**config.mk**
```make
export PLATFORM = sky130hd
export DESIGN_NAME = qed_dup_queue
export DESIGN_NICKNAME = d
export VERILOG_FILES = /design/src/rtl/qed_dup_queue.sv
export SDC_FILE = /design/constraint.sdc
export NUM_CORES = 1
export LEC_CHECK = 0
export BUFFER_PORTS_ARGS = -buffer_cell sky130_fd_sc_hd__clkbuf_2
export CAP_MARGIN = 40
export CORE_MARGIN = 10
export CORE_UTILIZATION = 62
export CTS_BUF_LIST = sky130_fd_sc_hd__clkbuf_16
export DETAILED_ROUTE_END_ITERATION = 10
export PLACE_DENSITY = 0.9
export SLEW_MARGIN = 20
export SYNTH_ARGS = -nofsm -noshare
export SYNTH_HDL_FRONTEND = slang
export SYNTH_SLANG_ARGS = --single-unit
```
**constraint.sdc**
```tcl
create_clock -name clk -period 5.9 [get_ports clk]
set_input_delay 1.18 -clock clk [delete_from_list [all_inputs] [get_ports clk]]
set_output_delay 1.18 -clock clk [all_outputs]
set_load 0.1 [all_outputs]
```
**src/rtl/qed_dup_queue.sv**
```systemverilog
// SQED duplication queue: issues and stores original instructions, then replays them as QED duplicates.
// Optional build macro QED_NOP_FILTER_EN: NOPs issued in ORIG are not stored for replay.
module qed_dup_queue #(
  parameter int DEPTH  = 16,
  parameter int ADDR_W = 4
) (
  input  logic        clk,
  input  logic        rst,
  input  logic        ena,
  input  logic [31:0] instruction_in,
  input  logic        exec_dup,
  output logic [31:0] instruction_out,
  output logic        qed_mode,
  output logic        fifo_full,
  output logic        fifo_empty,
  output logic        dup_done
);

  localparam logic [31:0] NOP = 32'h0000007F;

  typedef enum logic [1:0] {ORIG, DUP, DONE} state_t;

  state_t            state, state_nxt;
  logic [31:0]       mem [DEPTH];
  logic [ADDR_W-1:0] wr_ptr, rd_ptr;
  logic [ADDR_W:0]   count;
  logic              push, pop, keep;
  logic [31:0]       out_nxt;
  logic [31:0]       head;

  // Remap registers into x16-x31 and memory offsets into the upper half.
  function automatic logic [31:0] dup_insn(input logic [31:0] x);
    logic [31:0] y;
    y = x;
    case (x[6:0])
      7'h13: begin y[11] = 1'b1; y[19] = 1'b1; end
      7'h33: begin y[11] = 1'b1; y[19] = 1'b1; y[24] = 1'b1; end
      7'h03: if (x[14:12] == 3'b010) begin y[11] = 1'b1; y[30] = 1'b1; end
      7'h23: if (x[14:12] == 3'b010) begin y[24] = 1'b1; y[30] = 1'b1; end
      default: y = x;
    endcase
    return y;
  endfunction

  assign head       = mem[rd_ptr];
  assign fifo_full  = (count == (ADDR_W+1)'(DEPTH));
  assign fifo_empty = (count == '0);

`ifdef QED_NOP_FILTER_EN
  assign keep = (instruction_in[6:0] != 7'h7F);
`else
  assign keep = 1'b1;
`endif

  always_ff @(posedge clk) begin
    if (rst) begin
      state           <= ORIG;
      instruction_out <= NOP;
      qed_mode        <= 1'b0;
      dup_done        <= 1'b0;
    end else if (ena) begin
      state           <= state_nxt;
      instruction_out <= out_nxt;
      qed_mode        <= (state_nxt != ORIG);
      dup_done        <= (state_nxt == DONE);
    end
  end

  always_comb begin
    state_nxt = state;
    if (ena) begin
      case (state)
        ORIG:    if (exec_dup) state_nxt = fifo_empty ? DONE : DUP;
        DUP:     if (count <= (ADDR_W+1)'(1)) state_nxt = DONE;
        default: state_nxt = state;
      endcase
    end
  end

  always_comb begin
    push    = 1'b0;
    pop     = 1'b0;
    out_nxt = instruction_out;
    if (ena) begin
      case (state)
        ORIG: begin
          if (exec_dup || fifo_full) begin
            out_nxt = NOP;
          end else begin
            out_nxt = instruction_in;
            push    = keep;
          end
        end
        DUP: begin
          pop     = !fifo_empty;
          out_nxt = fifo_empty ? NOP : dup_insn(head);
        end
        default: out_nxt = NOP;
      endcase
    end
  end

  // Queue storage carries data only; pointers and count are control.
  always_ff @(posedge clk) begin
    if (push) mem[wr_ptr] <= instruction_in;
  end

  always_ff @(posedge clk) begin
    if (rst) begin
      wr_ptr <= '0;
      rd_ptr <= '0;
      count  <= '0;
    end else begin
      if (push) begin
        wr_ptr <= wr_ptr + 1'b1;
        count  <= count + 1'b1;
      end else if (pop) begin
        rd_ptr <= rd_ptr + 1'b1;
        count  <= count - 1'b1;
      end
    end
  end

endmodule

```
Yosys cells after proc, flatten, opt, wreduce, memory -nomap -nowiden:

Memory sizes are Yosys's and may differ from the RTL's. A register that Yosys moved wholly into a read port is not among the register bits.
Cells that the tools add are included.

* bits in registers: 49
* bits in latches: 0
* memory bits (writable): 512
* bits in read-only memories: 0
* input bits: 36
* output and inout bits: 36
* logic and storage cells: 57
* memories: 1

* $add $sub $neg: 4
* multipliers: 0
* divide/modulo/power cells: 0
* $lt $le $gt $ge: 1
* eq/ne operators: 8
* shift-type cells: 0
* multiplexer cells: 26
* bitwise logic cells: 1
* reductions and logical operators: 9

Memory list
* mem: depth 16, bits a word 32, rd ports 1, clocked after Yosys merged registers in 1, wr ports 1, line 24 `logic [31:0] mem [DEPTH];`

Operators by type and width (number)
* $mux W32: 2
* $pmux W32 S2: 1
* $eq A7 B6 Y1 const B: 2
* $mux W1: 12
* $mux W5: 2
* $add A4 B1 Y4 const B: 2
* $mux W2: 4
* $mux W4: 2
* $eq A7 B2 Y1 const B: 1
* $eq A7 B5 Y1 const B: 1
* $add A5 B1 Y5 const B: 1
* $eq A5 B5 Y1 const B: 1
* $le A5 B1 Y1 const B: 1
* $logic_not A5 Y1: 1
* $sub A5 B1 Y5 const B: 1
* $pmux W1 S2: 2
* $pmux W2 S2: 1
* $reduce_bool A2 Y1: 2
* $reduce_or A2 Y1: 2
* $eq A3 B2 Y1 const B: 1
* $eq A2 B1 Y1 const B: 1
* $eq A2 B2 Y1 const B: 1
* $logic_not A2 Y1: 1
* $reduce_and A2 Y1: 1
* other kinds (3): 3

Depth between registers and ports, before layout:

Gate-level depths: netlist of run 1.

* depth after elaboration: 9
* depth in mapped cells: 11
* gate-level depth less buffers: 9

Least setup slack after synthesis of run 1:

OpenSTA, ideal clock, no wires.

* path type: reg-to-reg
* start point: register count[0]
* end point: memory mem[3][0], enable pin
* setup time: 399 ps
* arrival time: 5018 ps
* data required time: 5501 ps
* slack: 483 ps
* stages on the path, launching flop included: 10
* path buffers: 2
* clock period less this slack: 5417 ps
* cell sequence: dfxtp_1 > inv_1 > ha_1 > nor4bb_1 > or4_1 > clkbuf_1 > nor2_1 > buf_2 > nand2_1 > nor3_1

* longest elaborated chain between the ends: 7

Ends and longest elaborated chain
* start, declared: line 26 `logic [ADDR_W:0] count;`
* start signal, assigned: line 116 `count <= count + 1'b1;`
* start signal, assigned: line 119 `count <= count - 1'b1;`
* $eq A5 B5 Y1: line 46 `assign fifo_full = (count == (ADDR_W+1)'(DEPTH));`
* named net fifo_full: line 14 `output logic fifo_full,`
* $logic_or A1 B1 Y1: line 87 `if (exec_dup || fifo_full) begin`
* $mux W1: line 87
* $mux W1: line 85 `case (state)`
* $mux W1: line 84 `if (ena) begin`
* $mux W1: line 105 `if (push) mem[wr_ptr] <= instruction_in;`
* $mux W1 (not written as such): line 105
* end, declared: line 24

The timed path passes the listed nets, and every way through them passes these cells.

Worst setup path in the final report of run 1:

* start point: register count[0]
* end point: memory mem[8][25], enable pin

* longest elaborated chain between the ends: 7

Ends and longest elaborated chain (line)
* $eq A5 B5 Y1: 46
* $logic_or A1 B1 Y1: 87
* $mux W1: 87
* $mux W1: 85
* $mux W1: 84
* $mux W1: 105
* $mux W1 (not written as such): 105

No other way between the ends.

==> metrics.txt, run 1 <==
Multi-input gate area=around 0.0051 mm^2; largest net degree at the start of global routing=~50; die width=~210 um; total grt overflow=0; syn_nets=~1100; mean area per synthesized cell=a little over 20 um^2; worst hold path class=reg -> reg; root buffer cell=clkbuf_16; asr flop ratio synth=0; post-cts hold buffer count=0; CTS buffer count=53; Leak=slightly below 0.008 uW; setup TNS=0 ns; outcome=finished clean; final wirelength=roughly 56000 um; EDFF count, synth=around 500; initial core utilization=0.631; Detailed Place HPWL=around 31000 um; period utilization=0.688; Synth Register Bits=between 500 and 600; Rows=a little under 70; WHS=~0.48 ns; Hold Vio Cnt, Final=0; first drt pass iteration count=6; Filler Cells Inserted=between 1500 and 2000; antenna violations before repair=2; Yosys top cell by area=edfxtp_1; # nets final=1201; CTS clk-pin slew, worst paths=0.06 ns; Worst Max-Slew Pin Slew=around 0.93 ns; ys flop type=edfxtp_1; R2R cell count=9; Routed wire per std cell=between 30 and 40 um; skew final=0.0188 ns; Clk Latency, worst-skew pair=~0.57 ns; RePlAce Congestion=approximately 0.9; Yosys cell types=59; top cells by area, synth=edfxtp_1 70%, mux4_2 14%, dfxtp_1 4.8%, nor2_1 1.2%, a221oi_1 0.96%; share of the synthesized area in the top cell type=0.702; Layout Utilization=0.715; Seq/Total Area, Yosys=0.750; endpoint class of the critical path=flop; port bufs=between 70 and 80; max cap viols=0; Max rail drop VDD=between 0.2 and 0.3 mV; CTS tree=yes; Setup Buffers After CTS=0; Post-DRT Antenna Nets=0; die height=between 200 and 250 um; area added between synthesis and finish=13.3%; leading cell types in the layout, fill and taps excluded=512 x edfxtp_1, 140 x mux4_2, 72 x clkbuf_2; type of origin of the critical path=flop; Req. time, crit path=a little over 6 ns; Worst slew margin=0.378; Via density=a little over 7; Max Buffers Root-to-Sink=3; clock sink count=about 570; Yosys warning count=0; # resized after CTS=0; total power=approximately 8300 uW; DRC=0; PwrDens=335 mW/mm^2; Reg2Reg Setup Slack=1.84 ns; commonest non-fill, non-tap cell in the layout=edfxtp_1; WS Path Type=reg -> reg; CP Data Arrival Time=about 4.3 ns; First DRT Iteration DRCs=roughly 1600; Die ar.=between 0.04 and 0.05 mm^2; RSZ-0062 raised after global routing=no; I/O pin total=72; first-pass GRT wire length=83700 um; fmax=between 200 and 250 MHz; H-Tree Depth=2; core area=0.0347 mm^2; gr usage total=0.258; setup violators final=0; hold depth=2; cell count after synthesis=between 1000 and 1500; DR vias=11700; FF+latch area=between 0.015 and 0.02 mm^2; fin. max-slew vios=0; share of cells above drive strength 1=0.298; crit path max fanout=17; Cell Area, Synth=between 0.02 and 0.025 mm^2; Tmin final=roughly 4.1 ns; vias in the first global route=12200
[flip-flops by register name, indices dropped and copies added (netlist names), named ones only]
register and flops:
dup_done 1, instruction_out 32, wr_ptr 4, rd_ptr 4, qed_mode 1, count 5
state 2, mem 512
[power breakdown]
| part | switching [uW] | total, uW | leakage (uW) | internal, uW |
|---|---|---|---|---|
| sequential | 22.7 | 4420 | 0.00505 | 4400 |
| clock | 1470 | 3510 | 0.000906 | 2030 |
| combinational | 304 | 388 | 0.00191 | 83.9 |
| total | 1800 | 8310 | 0.00787 | 6510 |
[final cells by class]
cell class	instances	share of cell area
timing repair buffer	107	0.0353
tap	455	0.0229
clock buffer	55	0.0554
sequential	565	0.662
clock inverter	43	0.0160
antenna	1	0.000101
multi-input combinational	421	0.207
inverter	8	0.00121
[critical path, stage by stage, from the launching register on]
cell      delay (ns)
dfxtp_1         0.42
inv_1           0.13
ha_1            0.23
nor4bb_1        0.18
or4_1           0.67
nor2_1          0.51
buf_4           0.28
nand2_1         0.24
nor2_4          0.61
buf_4           0.43
[stage by stage]
| step | instances | instance area, um^2 | worst slack (ns) |
|---|---|---|---|
| 6_report | 1655 | 24800 | 1.84 |
| 5_1_grt | 1655 | 24800 | 1.75 |
| 4_1_cts | 1652 | 24800 | 1.95 |
| 3_5_place_dp | 1554 | 23000 | 1.61 |
| 3_3_place_gp | 1540 | 22700 | 1.61 |
| 2_1_floorplan | 1057 | 21900 | 0.483 |
[final timing paths]
| path | start | end |
|---|---|---|
| min | instruction_out[8] | instruction_out[8] |
| max reg2reg | count[0] | mem[8][25] |
| max | count[0] | mem[8][25] |
| min reg2reg | instruction_out[8] | instruction_out[8] |
[cell usage after synthesis (9+ instances only)]
cell type  number
ha_1            9
dfxtp_1        53
nand3_1        10
buf_2          14
mux4_2        140
mux2i_1        16
clkbuf_1       20
a21oi_1        14
buf_1          11
edfxtp_1      512
nor2_1         68
a221oi_1       24
nand2_1        30
nor3_1         25
[metal layers]
layer  track usage  up-vias  share of wire
met4        0.0974        2          0.040
met3        0.0529      183           0.11
met2         0.436      936           0.51
met5             0        -        0.00023
met1         0.325     5957           0.34
li1              -     4592              -
[logic make-up after synthesis]
group | synth area share
buffers and inverters | 0.0210
multiplexers | 0.158
AO/OA/AOI/OAI | 0.0280
flip-flops | 0.750
adder cells (fa/ha/maj) | 0.00514
XOR/XNOR | 0.00400
AND/OR/NAND/NOR | 0.0340
Power figures use the tool's default switching activity.
==> run 2: changes to the inputs <==
==> constraint.sdc (replaced) <==
create_clock -name clk -period 4 [get_ports clk]
set_input_delay 0.8 -clock clk [delete_from_list [all_inputs] [get_ports clk]]
set_output_delay 0.8 -clock clk [all_outputs]
set_load 0.1 [all_outputs]
==> run 2 against run 1 <==
Register-to-register slack worse by 1.5 ns. Combinational power is 47% higher. Clock power rose by 41%. First-iteration DRC count down 8.1%. Wire length down 4.4%. Worst setup slack lost 1.5 ns.
==> metrics.txt, run 2 (synthesis results as in run 1) <==
vias in the first global route=between 10000 and 15000; max reg flops=~500; type of origin of the critical path=flop; Hold Vio Cnt, Final=0; # nets final=between 1000 and 1500; Post-DRT Antenna Nets=0; Max Buffers Root-to-Sink=3; Max rail drop VDD=about 0.47 mV; clock sink count=between 500 and 600; CTS tree=yes; WS Path Type=reg -> reg; Setup Buffers After CTS=0; fmax=roughly 270 MHz; First DRT Iteration DRCs=between 1000 and 1500; share of cells above drive strength 1=0.305; pre-CTS WS=0.411 ns; outcome=finished clean; setup violators final=0; first-pass GRT wire length=a little over 80000 um; WHS=roughly 0.47 ns; root buffer cell=clkbuf_16; final wirelength=53800 um; Psw=2620 uW; crit-path cells=inv_1 > ha_1 > nor4bb_4 > or4_1 > nor2_1 > nand2_1 > nor2_4 > buf_12; Largest Register=mem; CTS buffer count=54; Cell Count, Final, Fillers Out=1664; Worst slew margin=0.444; total grt overflow=0; post-cts hold buffer count=0; port bufs=just over 70; Gate power share=0.047; Via density=slightly below 7; Leak=0.00784 uW; DR vias=11600; Detailed Place HPWL=approximately 31000 um; fin worst setup slack=about 0.32 ns; Sequential Power Share=0.541; CP max stage cell=nor2_1; Worst Max-Slew Pin Slew=a little over 0.8 ns; core area=between 0.03 and 0.04 mm^2; CTS clk-pin slew, worst paths=about 0.060 ns; CP Data Arrival Time=3.94 ns; first drt pass iteration count=6; Layout Utilization=0.713; crit path max fanout=21; largest net degree at the start of global routing=54; fin. max-slew vios=0; PwrDens=approximately 490 mW/mm^2; initial core utilization=0.631; setup TNS=0 ns; switching share of power=0.218; period utilization=0.919; Req. time, crit path=approximately 4.3 ns; Die ar.=about 0.043 mm^2; Filler Cells Inserted=1913; RSZ-0062 raised after global routing=no; die width=~210 um; H-Tree Depth=2; Clk Latency, worst-skew pair=about 0.6 ns; Pint=around 9400 uW; leading cell types in the layout, fill and taps excluded=512 x edfxtp_1, 140 x mux4_2, 71 x clkbuf_2; Tmin final=about 3.7 ns; post-placement cell count=1565; die height=208 um; top flop regs=mem (512), instruction_out (32), count (5); # resized after CTS=0; DRC=0; commonest non-fill, non-tap cell in the layout=edfxtp_1; Multi-input gate area=around 0.0052 mm^2; Clock power frac=0.411; gr usage total=0.248; FF+latch area=roughly 0.016 mm^2; I/O pin total=72; worst hold path class=reg -> reg; area added between synthesis and finish=13.0%; Crit path largest cell delay=0.66 ns; max cap viols=0; RePlAce Congestion=between 0.8 and 0.9; antenna violations before repair=3; Routed wire per std cell=approximately 32 um; Rows=68; endpoint class of the critical path=flop; skew final=0.0235 ns
==> run 2: changes by cell type in the layout (fill, tap and decap cells not counted), sizes merged <==
cell,change
clkinv,+3
clkbuf,-1
bufinv,-3
buf,+10
==> run 2: metrics by stage <==
| stage | instance area (um^2) | total power [uW] |
|---|---|---|
| after CTS | 24800 | 12100 |
| after detailed placement | 23100 | 7200 |
| after global routing | 24800 | 12300 |
| after floorplan | 21900 | 6990 |
| after global placement | 23000 | 7180 |
| final | 24800 | 12000 |
==> run 2: final timing paths <==
kind | startpoint | endpoint | cells after the start | slack, ns
setup / recovery | count[0] | mem[11][7] | 8 | 0.32
hold / removal | instruction_out[5] | instruction_out[5] | 1 | 0.47
setup reg to reg | count[0] | mem[11][7] | 8 | 0.32
hold reg to reg | instruction_out[5] | instruction_out[5] | 1 | 0.47
==> run 2: power groups by stage <==
| stage | Sequential [uW] | Clock (uW) | Combinational, uW |
|---|---|---|---|
| 2_1_floorplan | 6800 | 0 | 186 |
| 3_3_place_gp | 6640 | 0 | 535 |
| 3_5_place_dp | 6650 | 0 | 555 |
| 4_1_cts | 6520 | 5000 | 563 |
| 5_1_grt | 6520 | 5210 | 593 |
| 6_report | 6520 | 4960 | 569 |
==> run 2: critical path, delay by kind of cell (launching register included) <==
kind                     cells  cell delay (ns)
AND/OR/NAND/NOR              5             2.29
flip-flops                   1             0.43
adder cells (fa/ha/maj)      1             0.23
buffers and inverters        2             0.41
==> run 2: layer usage <==
layer  vias to the layer above  share of wire  track usage
li1                       4599              -            -
met1                      5897           0.35        0.318
met2                       912           0.51        0.409
met3                       158           0.10       0.0512
met4                         4          0.038       0.0999
met5                         -        0.00048            0
==> run 2: final cells by class <==
class	count	area share
Clock inverter	43	0.0131
Clock buffer	55	0.0556
Antenna cell	1	0.000101
Tap cell	455	0.0230
Timing Repair Buffer	116	0.0341
Multi-Input combinational cell	421	0.209
Sequential cell	565	0.664
Inverter	8	0.00121
